--- src/rtl/lc3_decode_stage.sv ---
// LC-3 decode stage.
// Registers the fetched instruction and its execute/writeback/memory controls.
module lc3_decode_stage #(
  parameter logic [15:0] RESET_NPC = 16'h3000,
  parameter bit ILLEGAL_ZERO_CTRL = 1'b1
) (
  input  logic        clock,
  input  logic        reset,
  input  logic        en_decode,
  input  logic [15:0] instr_dout,
  input  logic [15:0] npc_in,
  input  logic [2:0]  Sr,
  output logic [15:0] IR,
  output logic [15:0] npc_out,
  output logic [2:0]  psr_out,
  output logic [5:0]  E_Control,
  output logic [1:0]  W_Control,
  output logic        Mem_Control,
  output logic        decode_valid,
  output logic        illegal_op
);

  logic [15:0] ir_q, ir_d;
  logic [15:0] npc_q, npc_d;
  logic [2:0]  psr_q, psr_d;
  logic [5:0]  e_q, e_d;
  logic [1:0]  w_q, w_d;
  logic        m_q, m_d;
  logic        vld_q, vld_d;
  logic        ill_q, ill_d;

  logic [5:0]  e_dec;
  logic [1:0]  w_dec;
  logic        m_dec;
  logic        ill_dec;
  logic        imm;

  assign imm = instr_dout[5];

  // Combinational decode of the incoming opcode.
  always_comb begin
    e_dec   = 6'b000000;
    w_dec   = 2'd0;
    m_dec   = 1'b0;
    ill_dec = 1'b0;
    case (instr_dout[15:12])
      4'b0001: e_dec = {5'b00000, ~imm};
      4'b0101: e_dec = {5'b01000, ~imm};
      4'b1001: e_dec = 6'b100000;
      4'b0000: e_dec = 6'b000110;
      4'b1100: e_dec = 6'b001100;
      4'b0010: begin
        e_dec = 6'b000110;
        w_dec = 2'd2;
      end
      4'b0110: begin
        e_dec = 6'b001000;
        w_dec = 2'd2;
      end
      4'b1010: begin
        e_dec = 6'b000110;
        w_dec = 2'd2;
        m_dec = 1'b1;
      end
      4'b1110: begin
        e_dec = 6'b000110;
        w_dec = 2'd1;
      end
      4'b0011: e_dec = 6'b000110;
      4'b0111: e_dec = 6'b001000;
      4'b1011: begin
        e_dec = 6'b000110;
        m_dec = 1'b1;
      end
      default: begin
        ill_dec = 1'b1;
        // ADD-imm encoding is all zeros as well
        e_dec   = ILLEGAL_ZERO_CTRL ? 6'b000000 : 6'b000000;
      end
    endcase
  end

  // Capture on enable; hold state and drop valid while stalled.
  always_comb begin
    ir_d  = ir_q;
    npc_d = npc_q;
    psr_d = psr_q;
    e_d   = e_q;
    w_d   = w_q;
    m_d   = m_q;
    ill_d = ill_q;
    vld_d = 1'b0;
    if (en_decode) begin
      ir_d  = instr_dout;
      npc_d = npc_in;
      psr_d = Sr;
      e_d   = e_dec;
      w_d   = w_dec;
      m_d   = m_dec;
      ill_d = ill_dec;
      vld_d = 1'b1;
    end
  end

  // Pipeline registers with asynchronous active-low reset.
  always_ff @(posedge clock or negedge reset) begin
    if (!reset) begin
      ir_q  <= 16'h0000;
      npc_q <= RESET_NPC;
      psr_q <= 3'b000;
      e_q   <= 6'b000000;
      w_q   <= 2'd0;
      m_q   <= 1'b0;
      vld_q <= 1'b0;
      ill_q <= 1'b0;
    end else begin
      ir_q  <= ir_d;
      npc_q <= npc_d;
      psr_q <= psr_d;
      e_q   <= e_d;
      w_q   <= w_d;
      m_q   <= m_d;
      vld_q <= vld_d;
      ill_q <= ill_d;
    end
  end

  assign IR           = ir_q;
  assign npc_out      = npc_q;
  assign psr_out      = psr_q;
  assign E_Control    = e_q;
  assign W_Control    = w_q;
  assign Mem_Control  = m_q;
  assign decode_valid = vld_q;
  assign illegal_op   = ill_q;

endmodule

--- config.mk ---
export PLATFORM = sky130hd
export DESIGN_NAME = lc3_decode_stage
export DESIGN_NICKNAME = d
export VERILOG_FILES = /design/src/rtl/lc3_decode_stage.sv
export SDC_FILE = /design/constraint.sdc
export NUM_CORES = 1
export LEC_CHECK = 0
export ABC_AREA = 1
export ABC_CLOCK_PERIOD_IN_PS = 1450
export CORE_AREA = 2 2 76 78
export CTS_BUF_LIST = sky130_fd_sc_hd__clkbuf_4 sky130_fd_sc_hd__clkbuf_8
export DETAILED_ROUTE_END_ITERATION = 16
export DIE_AREA = 0 0 78 80
export GPL_TIMING_DRIVEN = 1
export PLACE_DENSITY = 0.68
export SETUP_SLACK_MARGIN = 0.05
export SLEW_MARGIN = 20
export SYNTH_ARGS = -nofsm -noshare
export SYNTH_HDL_FRONTEND = slang
export SYNTH_SLANG_ARGS = --single-unit
--- constraint.sdc ---
create_clock -name clock -period 1.45 [get_ports clock]
set_input_delay 0.435 -clock clock [delete_from_list [all_inputs] [get_ports clock]]
set_output_delay 0.435 -clock clock [all_outputs]
set_load 0.05 [all_outputs]
==> results.md, run 1 <==
- The flow ran to the end, and the final reports show no timing, DRC or antenna violations.
- Once the clock tree was built, the resizer swapped 0 gates to a different size.
- The signal on the critical path passes through buf_12.
- The detail route stage leaves a number of antenna-violating nets equal to 0.
- The wire length of the first global-routing pass is 7270 um.
- Setup repair after global routing could not meet its margin everywhere.
- After floorplanning, the core was sized to cover 5410 sq um.
- The worst path uses 97.8% of the clock period.
- At the end of routability-driven placement, the weighted congestion stood at 0.799.
- Entering global routing, the biggest net connects 47 pins.
- The clock skew after layout is 0 ps.
- The kind of critical path is reg2out.
- The dominant combinational cell family by area after synthesis is simple AND/OR/NAND/NOR gates.
- By area the synthesized netlist is led by dfrtp_1 (60%), nand2_1 (26%), dfstp_2 (2.9%), buf_4 (2.0%), nor2_1 (1.6%).
- Once placement finished, the instance area stood at 3220 sq um.
- In the routed design, unresolved DRC markers number 0.
- The minimum period implied by the final worst setup slack is 1420 ps.
- The final-layout fill cell count is 462.
- In this run the tool buffered the top-level ports with 83 buffer cells.
- The most used standard cell by instance count after synthesis is nand2_1.
- The proportion of synthesized chip area in sequential cells is 62.6%.
- The first detailed-routing pass took 4 iterations.
- The slowest cell on the critical path is dfstp_2.
- The aggregate negative setup slack is 0 ps.
- The maximum clock path buffer count is 2.
- VDD sags by at most 0.533 mV.
- The critical path data required time is 1020 ps.
- The count of distinct cell types in the synthesized netlist is 17.
- The post-synthesis instance area is 1840 sq um.
- The largest total area in the synthesized netlist belongs to dfrtp_1.
- The total I/O pin count is 84.
- The normalized max-slew margin is 82.1%.
- Summing the areas of all and, or, nand and nor instances in the mapped netlist gives 30.8% of the synthesized area.
- The routed layout has 1,591 vias.
- The detailed router finished its first iteration with 46 violations.
- The root buffer cell chosen for the clock tree is clkbuf_8.
- The die extent in x is 78 um.
- The synthesized design contains 46 register bits.
- The tree built by TritonCTS fans out to 46 sinks.
- The largest single stage delay on the critical path is 560 ps.
- The total die area is 6240 sq um.
- The synthesized-area fraction occupied by xor and xnor cells is 0%.
- Static timing analysis puts the maximum clock frequency at 705 MHz.
- The post-synthesis adder-cell area fraction is 0%.
- The H-tree depth reported by CTS is 2.
- The worst hold slack across all endpoints is 109 ps.
- For the pin with the worst max-slew slack, the measured transition is 269 ps.
- The compound-gate portion of the synthesized area is 1.09%.
- In this run the biggest area consumer among cell types represents 59.7% of the synthesized area.
- The area of all sequential standard cells is 1150 sq um.
- The global route total overflow is 0.
- The synthesized netlist net count is 249.
- Relative to the synthesized area, the layout overhead comes to 81.0%.
- The total clock buffers created by CTS is 5.
- Summing all multi-input logic gate instances after layout gives 587 sq um.
- After detailed routing, the average wire length per cell comes to 11.8 um.
- The core occupancy in the finished layout is 61.7%.
- Dividing total power by cell area gives a power density of 1080 nW/um^2.
- The number of nets at the end of the flow is 337.
- The per-cell via count in the routed design is 4.28.
- Summing all non-filler instances in the final layout gives an area of 3340 sq um.
- The number of hold violations in the final report was 0.
- The via count of the first global-routing pass came to 1,481.
- Summed over all layers, the routed wires come to 4400 um.
- Data on the critical path arrives at its endpoint at 980 ps.
- The number of antenna violations at the first check in global routing is 0.
- Along the worst path, the maximum fanout reaches 2.
- Counting flops with a built-in enable in the synthesized netlist gives 0.
- Max-cap violations in this run came to 0.
- The Yosys warning count is 0.
- Of the post-synthesis cell area, the part taken by muxes is 0%.
- The gate count after technology mapping is 211.
- The clock tree from TritonCTS is done.
- The share of async-settable or async-resettable flops after synthesis is 100%.
- The number of antenna diodes in the final layout is 0.
- The total track usage is 15.0%.
- The height of the die is 80 um.
- Sorting the synthesized cells by how often they occur yields nand2_1 (127), dfrtp_1 (44), nor2_1 (8), inv_1 (7).
- The class of the worst hold path is in2async.
- The most used flip-flop cell after synthesis is dfrtp_1.
- Of the cells placed in the final design, the portion with a size suffix greater than 1 is 23.0%.
- The total number of placement rows is 27.
- A synthesized cell averages 8.73 sq um.
- The max-slew violation total from the final report is 0.
- The category of cells accounting for the largest share of critical-path delay is flip-flops.
- The number of setup violations in the final report is 0.
- The number of buffers and inverters on the critical path is 1.
- The initial core utilization is 34.1%.
- STA classifies the critical path endpoint as an output pin.
- The kind of start point of the critical path is a flop.
- After clock tree synthesis, the clock-pin slew on the worst setup and hold paths is 80 ps.
- For the worst-skew pair, the clock arrives at the later sink with an insertion delay of 280 ps.
- The HPWL after detailed placement is 3290 um.
- The static leakage is 1.67 nW.
-- worst paths after layout --
path | startpoint | to | slack (ps) | depth (start not counted)
max in group asynchronous | reset | npc_out[13] | 1070 | 2
hold / removal | reset | IR[9] | 110 | 2
min in group clock | npc_out[13] | npc_out[13] | 490 | 2
hold reg to reg | npc_out[13] | npc_out[13] | 490 | 2
setup reg to reg | E_Control[2] | E_Control[2] | 600 | 3
setup / recovery | npc_out[12] | npc_out[12] | 30 | 1
-- cells in the final DEF, fill, tap and decap left out --
cell type,netlist,routed
o21ai_0,1,1
nor2_1,8,8
clkinvlp_4,0,1
inv_4,1,1
nor2_4,1,1
nand2_1,127,127
bufinv_16,0,1
nand3_1,5,5
dfrtp_1,44,44
buf_4,5,5
or2_1,1,1
buf_2,2,2
inv_1,7,7
dfstp_2,2,2
o21ai_1,2,2
nor2_2,1,1
a21oi_1,1,1
clkdlybuf4s50_1,0,35
buf_12,0,48
clkbuf_4,0,1
clkbuf_8,0,5
nand2_4,1,1
-- power by group --
| part | switching [mW] | total (mW) | internal, mW |
|---|---|---|---|
| combinational | 0.589 | 1.15 | 0.561 |
| sequential | 0.116 | 1.51 | 1.39 |
| clock | 0.403 | 0.935 | 0.533 |
-- layer usage --
| layer | global-route usage (%) | part of all wire (%) | vias up |
|---|---|---|---|
| li1 | - | - | 803 |
| met3 | 5.77 | 7.6 | 2 |
| met4 | 3.16 | 0.30 | 0 |
| met5 | 0 | 0 | - |
| met1 | 20.3 | 46 | 728 |
| met2 | 23.0 | 46 | 58 |
-- state kept, by name, summed over array words and instances (netlist names) --
name          flops
Mem_Control       1
IR               16
E_Control         6
npc_out          16
psr_out           3
illegal_op        1
decode_valid      1
W_Control         2
-- per-stage QoR --
stage / total power, mW / cells / setup WS, ps
2_1_floorplan: 2.01 / 211 / 351
6_report: 3.59 / 372 / 31.6
3_3_place_gp: 2.68 / 364 / -24.0
3_5_place_dp: 2.70 / 364 / -88.4
5_1_grt: 3.77 / 372 / -3.55
4_1_cts: 3.66 / 372 / 14.0
-- logic make-up after synthesis --
logic type / Yosys count
AND/OR/NAND/NOR: 144
flip-flops: 46
buffers and inverters: 17
AO/OA/AOI/OAI: 4
-- final cells by class --
cell class	count	area share (%)
inverter	8	0.975
clock buffer	6	2.29
timing repair buffer	90	40.7
tap	72	2.70
clock inverter	2	1.13
sequential	46	34.6
multi-input combinational	148	17.6
-- timing repair --
item                                    4_1_cts  5_1_grt
buffers inserted                              0        0
pin swaps                                     0        0
endpoints found under the setup margin        2        2
hold buffers                                  0        0
No activity file was read; power rests on OpenSTA's default activity.
==> run 2: changes to the inputs <==
--- a/config.mk
+++ b/config.mk
@@ -13,6 +13,7 @@
 export DIE_AREA = 0 0 78 80
 export GPL_TIMING_DRIVEN = 1
 export PLACE_DENSITY = 0.68
+export REMOVE_ABC_BUFFERS = 1
 export SETUP_SLACK_MARGIN = 0.05
 export SLEW_MARGIN = 20
 export SYNTH_ARGS = -nofsm -noshare
==> results.md, run 2 (synthesized netlist as in run 1, its figures left out) <==
- The mean routed wirelength per cell is 12.0 um.
- After routing, the total negative slack on setup checks comes to 0 ps.
- Setup violations remaining at the end of the flow were counted as 0.
- The leading cell type in the layout, fill and taps excluded is nand2_1.
- The die covers 6240 sq um.
- The total track usage is 15.3%.
- The final worst-path cycle share is 98.1%.
- The worst hold path belongs to the class in2async.
- The via count of the first global-routing pass is 1,550.
- The number of nets at the end of the flow is 337.
- The clock slew seen by the registers of the worst setup and hold paths is 80 ps.
- The total I/O pin count is 84.
- Setup repair after global routing could not meet its margin everywhere.
- The run finished with clean final reports.
- The global route total overflow is 0.
- Compared with the post-synthesis result, the final layout area differs by 80.0%.
- The tightest hold path in the finished design has a slack of 103 ps.
- The share of cells above drive strength 1 is 23.0%.
- For this design, the CTS-stage hold fixing added 0 buffers.
- Dividing the detail-routed via count by the number of cells gives 4.37.
- The max-slew violation total from the final report is 0.
- The worst setup path is of the reg2out kind.
- CTS built an H-tree with a depth of 2.
- The worst path buffer plus inverter count is 1.
- The clock reaches the later pin of the worst-skew pair after 290 ps.
- The peak clock frequency supported by timing is 703 MHz.
- The number of antenna violations at the first check in global routing is 0.
- The final-layout fill cell count is 454.
- The placed instances occupy a cell area of 3220 sq um.
- The count of nets left with antenna violations once routing finished came out at 0.
- The first global-routing pass estimated 7470 um of wire.
- For this configuration, the core starts out at a cell density of 34.1%.
- The pin slew with the least headroom to its limit is 268 ps.
- The routability congestion estimate is 0.841.
- The data arrival time of the critical path is 990 ps.
- The critical path goes through buf_12.
- The clock passes through at most 2 buffers.
- After floorplanning, the core was divided into 27 placement rows.
- The routed wire length is 4470 um.
- For this design the ratio of total power to cell area is 1050 nW/um^2.
- For this run, the slowest stage of the critical path takes 560 ps.
- The placeable core area is 5410 sq um.
- The largest net degree at the start of global routing is 47.
- The HPWL after detailed placement is 3360 um.
- The worst pin sits at a relative slew slack of 82.2%.
- The violation count after the first detailed-route iteration is 58.
- The diode insertion count for antenna repair is 0.
- The overall power consumption is 3.47 mW.
- Leaving out fill and tap cells, the most frequent cells in the layout are nand2_1 (127), buf_12 (48), dfrtp_1 (44), clkdlybuf4s50_1 (35), nor2_1 (8).
- The number of hold violations in the final report is 0.
- The clock drives 46 sinks.
- The static leakage is 1.67 nW.
- The max-capacitance violation count is 0.
- The number of gates resized after CTS was 0.
- TritonCTS built the clock tree.
- The worst vdd rail ir drop is 0.506 mV.
- The cell family contributing the most delay on the critical path is flip-flops.
- The kind of start point of the critical path is a flop.
- The slowest cell on the critical path is dfstp_2.
- The first detailed-routing pass ran for 4 iterations.
- The total clock buffers created by CTS is 5.
- The tree is rooted in a clkbuf_8.
- The clock skew after layout is 0 ps.
- In the routed design, unresolved DRC markers number 0.
- In this run the vertical extent of the chip is 80 um.
- The maximum fanout along the worst path is 2.
- The minimum period implied by the final worst setup slack is 1420 ps.
- The critical path data required time is 1020 ps.
- With fillers left out, the area of the finished cells amounts to 3320 sq um.
- The die extent in x is 78 um.
- The buffer count from post-CTS setup fixing is 0.
- STA classifies the critical path endpoint as an output pin.
- The count of input and output buffers is 83.
- The final route contains 1,626 vias.
-- run 2: layout make-up --
cell class	count	area, sq um	share of cell area [%]
inverters	8	32.5	0.981
multi-input cells	148	587	17.7
clock buffers	7	90.1	2.72
repair buffers	90	1360	41.0
flip-flops and latches	46	1150	34.8
well taps	72	90.1	2.72
clock inverters	1	5.00	0.151
-- run 2: final timing paths --
| kind | endpoint | cells past startpoint | start | slack [ps] |
|---|---|---|---|---|
| max in group asynchronous | npc_out[13] | 2 | reset | 1060 |
| setup reg to reg | E_Control[2] | 3 | E_Control[2] | 600 |
| min in group clock | E_Control[3] | 3 | en_decode | 470 |
| hold / removal | IR[7] | 2 | reset | 100 |
| hold reg to reg | npc_out[13] | 2 | npc_out[13] | 490 |
| setup / recovery | npc_out[12] | 1 | npc_out[12] | 30 |
-- run 2: layer usage --
metal / global-route usage (%) / share of wire (%) / up-vias / wire length, um
li1: - / - / 807 / -
met1: 18.5 / 41 / 757 / 1830
met2: 25.9 / 50 / 57 / 2260
met3: 5.43 / 7.6 / 5 / 342
met4: 4.21 / 1.0 / 0 / 46
met5: 0 / 0 / - / 0
-- run 2: per-stage QoR --
step / worst slack (ps) / util, % / instances
after floorplan: 351 / - / 202
after global placement: -41.3 / 59.6 / 364
after detailed placement: -90.9 / 59.6 / 364
after CTS: 12.9 / 61.4 / 372
after global routing: -3.97 / 61.4 / 372
final: 26.9 / 61.4 / 372
-- run 2: power breakdown --
part	switching (mW)	internal, mW
Sequential	0.118	1.39
Clock	0.406	0.403
Combinational	0.589	0.561
Total	1.11	2.36
==> run 3: changes to the inputs <==
--- a/config.mk
+++ b/config.mk
@@ -7,10 +7,10 @@
 export LEC_CHECK = 0
 export ABC_AREA = 1
 export ABC_CLOCK_PERIOD_IN_PS = 1450
-export CORE_AREA = 2 2 76 78
+export CORE_AREA = 2 2 65 91
 export CTS_BUF_LIST = sky130_fd_sc_hd__clkbuf_4 sky130_fd_sc_hd__clkbuf_8
 export DETAILED_ROUTE_END_ITERATION = 16
-export DIE_AREA = 0 0 78 80
+export DIE_AREA = 0 0 67 93
 export GPL_TIMING_DRIVEN = 1
 export PLACE_DENSITY = 0.68
 export REMOVE_ABC_BUFFERS = 1
==> results.md, run 3 (synthesized netlist as in run 1, its figures left out) <==
- The layout-stage area growth over the synthesis result is 80.4%.
- The via count of the first global-routing pass is 1,572.
- After clock tree synthesis, the clock-pin slew on the worst setup and hold paths is 80 ps.
- The post-route netlist has 23.8% of its cells at a drive strength greater than 1.
- The max-slew violation total from the final report is 0.
- At the placement stage, the worst setup path has a slack of -75.7 ps.
- The net count of the finished layout is 340.
- Counting along the longest clock path gives a buffer depth of 2.
- Based on the critical path, the design can be clocked at up to 704 MHz.
- Measured along the y axis, the die boundary spans 93 um.
- TritonCTS built the clock tree.
- In the final routed layout, each cell accounts on average for 12.1 um.
- STA puts the critical path data arrival time at 990 ps.
- The slowest cell on the critical path is dfstp_2.
- Summing all multi-input logic gate instances after layout gives 587 sq um.
- Together, buffers and inverters on the worst path number 1.
- Summed over all layers, the routed wires come to 4490 um.
- Leaving out fill and tap cells, the most frequent cell in the layout is nand2_1.
- The routed layout has 1,592 vias.
- Routability-driven placement finished with a final weighted congestion of 0.801.
- Once layout is complete, the cells apart from fillers number 371.
- The aggregate negative setup slack is 0 ps.
- Entering global routing, the biggest net connects 27 pins.
- The pre-antenna-repair detailed-routing pass consisted of 4 iterations.
- The minimum setup slack in the final design is 29.3 ps.
- On the critical path the largest part of the delay comes from flip-flops.
- The top cell types in the final layout, fill and taps aside, are nand2_1 (127), buf_12 (48), dfrtp_1 (44), clkdlybuf4s50_1 (35).
- STA classifies the critical path startpoint as a flop.
- The max-capacitance violation count is 0.
- The number of clock sinks is 46.
- The diode insertion count for antenna repair is 0.
- In this run the worst path has a maximum fanout of 2.
- The total I/O pin count is 84.
- Measured against its own limit, the worst slew margin works out to 70.4%.
- Traced cell by cell, the critical path runs through buf_12.
- The die is 67 um wide.
- Global routing used 15.7% of the available tracks across all layers.
- The tightest min-delay check is of the in2async type.
- In this run the post-CTS setup repair buffer count came out at 0.
- The run finished with clean final reports.
- The critical path capture point type is an output pin.
- At the pin with the least slew margin, the transition time is 445 ps.
- The worst vdd rail ir drop is 0.708 mV.
- For this design, the CTS-stage hold fixing added 0 buffers.
- The global route total overflow is 0.
- TritonCTS created 5 clock buffers.
- The clock skew after layout is 0 ps.
- The clock period could shrink to 1420 ps.
- The final-layout fill cell count is 470.
- The placeable core area is 5450 sq um.
- The die covers 6230 sq um.
- The largest stage delay on the critical path is 560 ps.
- Using the TritonRoute via totals, the vias-per-cell ratio works out to 4.29.
- Setup repair after global routing could not meet its margin everywhere.
- Port buffering added 83 buffers.
- The number of antenna violations at the first check in global routing is 0.
- The worst hold slack across all endpoints is 82.8 ps.
- Across the whole layout, storage elements account for 1150 sq um.
- Row generation in the floorplan step produced 32 rows.
- The static leakage is 1.68 nW.
- The setup path with the least slack is of type reg2out.
- The H-tree depth reported by CTS is 2.
- For this configuration, the core starts out at a cell density of 33.8%.
- The number of hold violations in the final report was 0.
- Summed over all nets, the half-perimeter wirelength after detailed placement is 3430 um.
- Setup violations remaining at the end of the flow were counted as 0.
- The root buffer cell is clkbuf_8.
- The wire length of the first global-routing pass is 7480 um.
- The number of instances resized during post-cts repair is 0.
- The final worst-path cycle share is 98.0%.
- For this design the ratio of total power to cell area is 1030 nW/um^2.
- At the later pin of the worst-skew pair, clock insertion delay measures 290 ps.
- The final routed DRC violation total is 0.
- The first routing iteration left 107 violations.
- The remaining number of nets flagged by the antenna check after routing is 0.
- The count of placed standard cells including taps is 363.
- The critical path data required time is 1020 ps.
## run 3: where the power goes
group | internal (mW) | leakage [nW] | total [mW] | switching [mW]
Combinational | 0.566 | 1.07 | 1.16 | 0.591
Clock | 0.353 | 0.0484 | 0.766 | 0.412
Sequential | 1.39 | 0.564 | 1.51 | 0.117
Total | 2.31 | 1.68 | 3.43 | 1.12
## run 3: cell type report
class                      instances  share of cell area (%)
clock buffer                       6                    2.29
tap                               68                    2.56
inverter                           8                   0.978
clock inverter                     2                   0.301
sequential                        46                    34.7
multi-input combinational        148                    17.6
timing repair buffer              93                    41.5
## run 3: per-stage QoR
step	util, %	cell area [sq um]	power [mW]
4_1_cts	61.1	3330	3.49
5_1_grt	61.1	3330	3.61
3_5_place_dp	59.5	3240	2.71
6_report	61.1	3330	3.43
2_1_floorplan	-	1770	1.98
3_3_place_gp	59.5	3240	2.69
## run 3: repair_timing
item | in CTS | in global routing
gates cloned | 0 | 0
endpoints found under the hold margin | 0 | 0
endpoints found under the setup margin | 2 | 2
## run 3: final timing paths
path | end | cells past startpoint | slack, ps | startpoint
max | npc_out[12] | 1 | 30 | npc_out[12]
min | IR[8] | 1 | 80 | reset
max reg2reg | E_Control[2] | 3 | 590 | E_Control[2]
min reg2reg | npc_out[12] | 2 | 480 | npc_out[12]
max in group asynchronous | npc_out[4] | 2 | 880 | reset
min in group clock | npc_out[12] | 2 | 480 | npc_out[12]
## run 3: metal layers
layer	vias up	part of all wire, %	track usage [%]
met5	-	0	0
li1	814	-	-
met3	6	5.1	4.09
met1	724	43	20.6
met2	48	51	25.6
met4	0	1.4	3.74
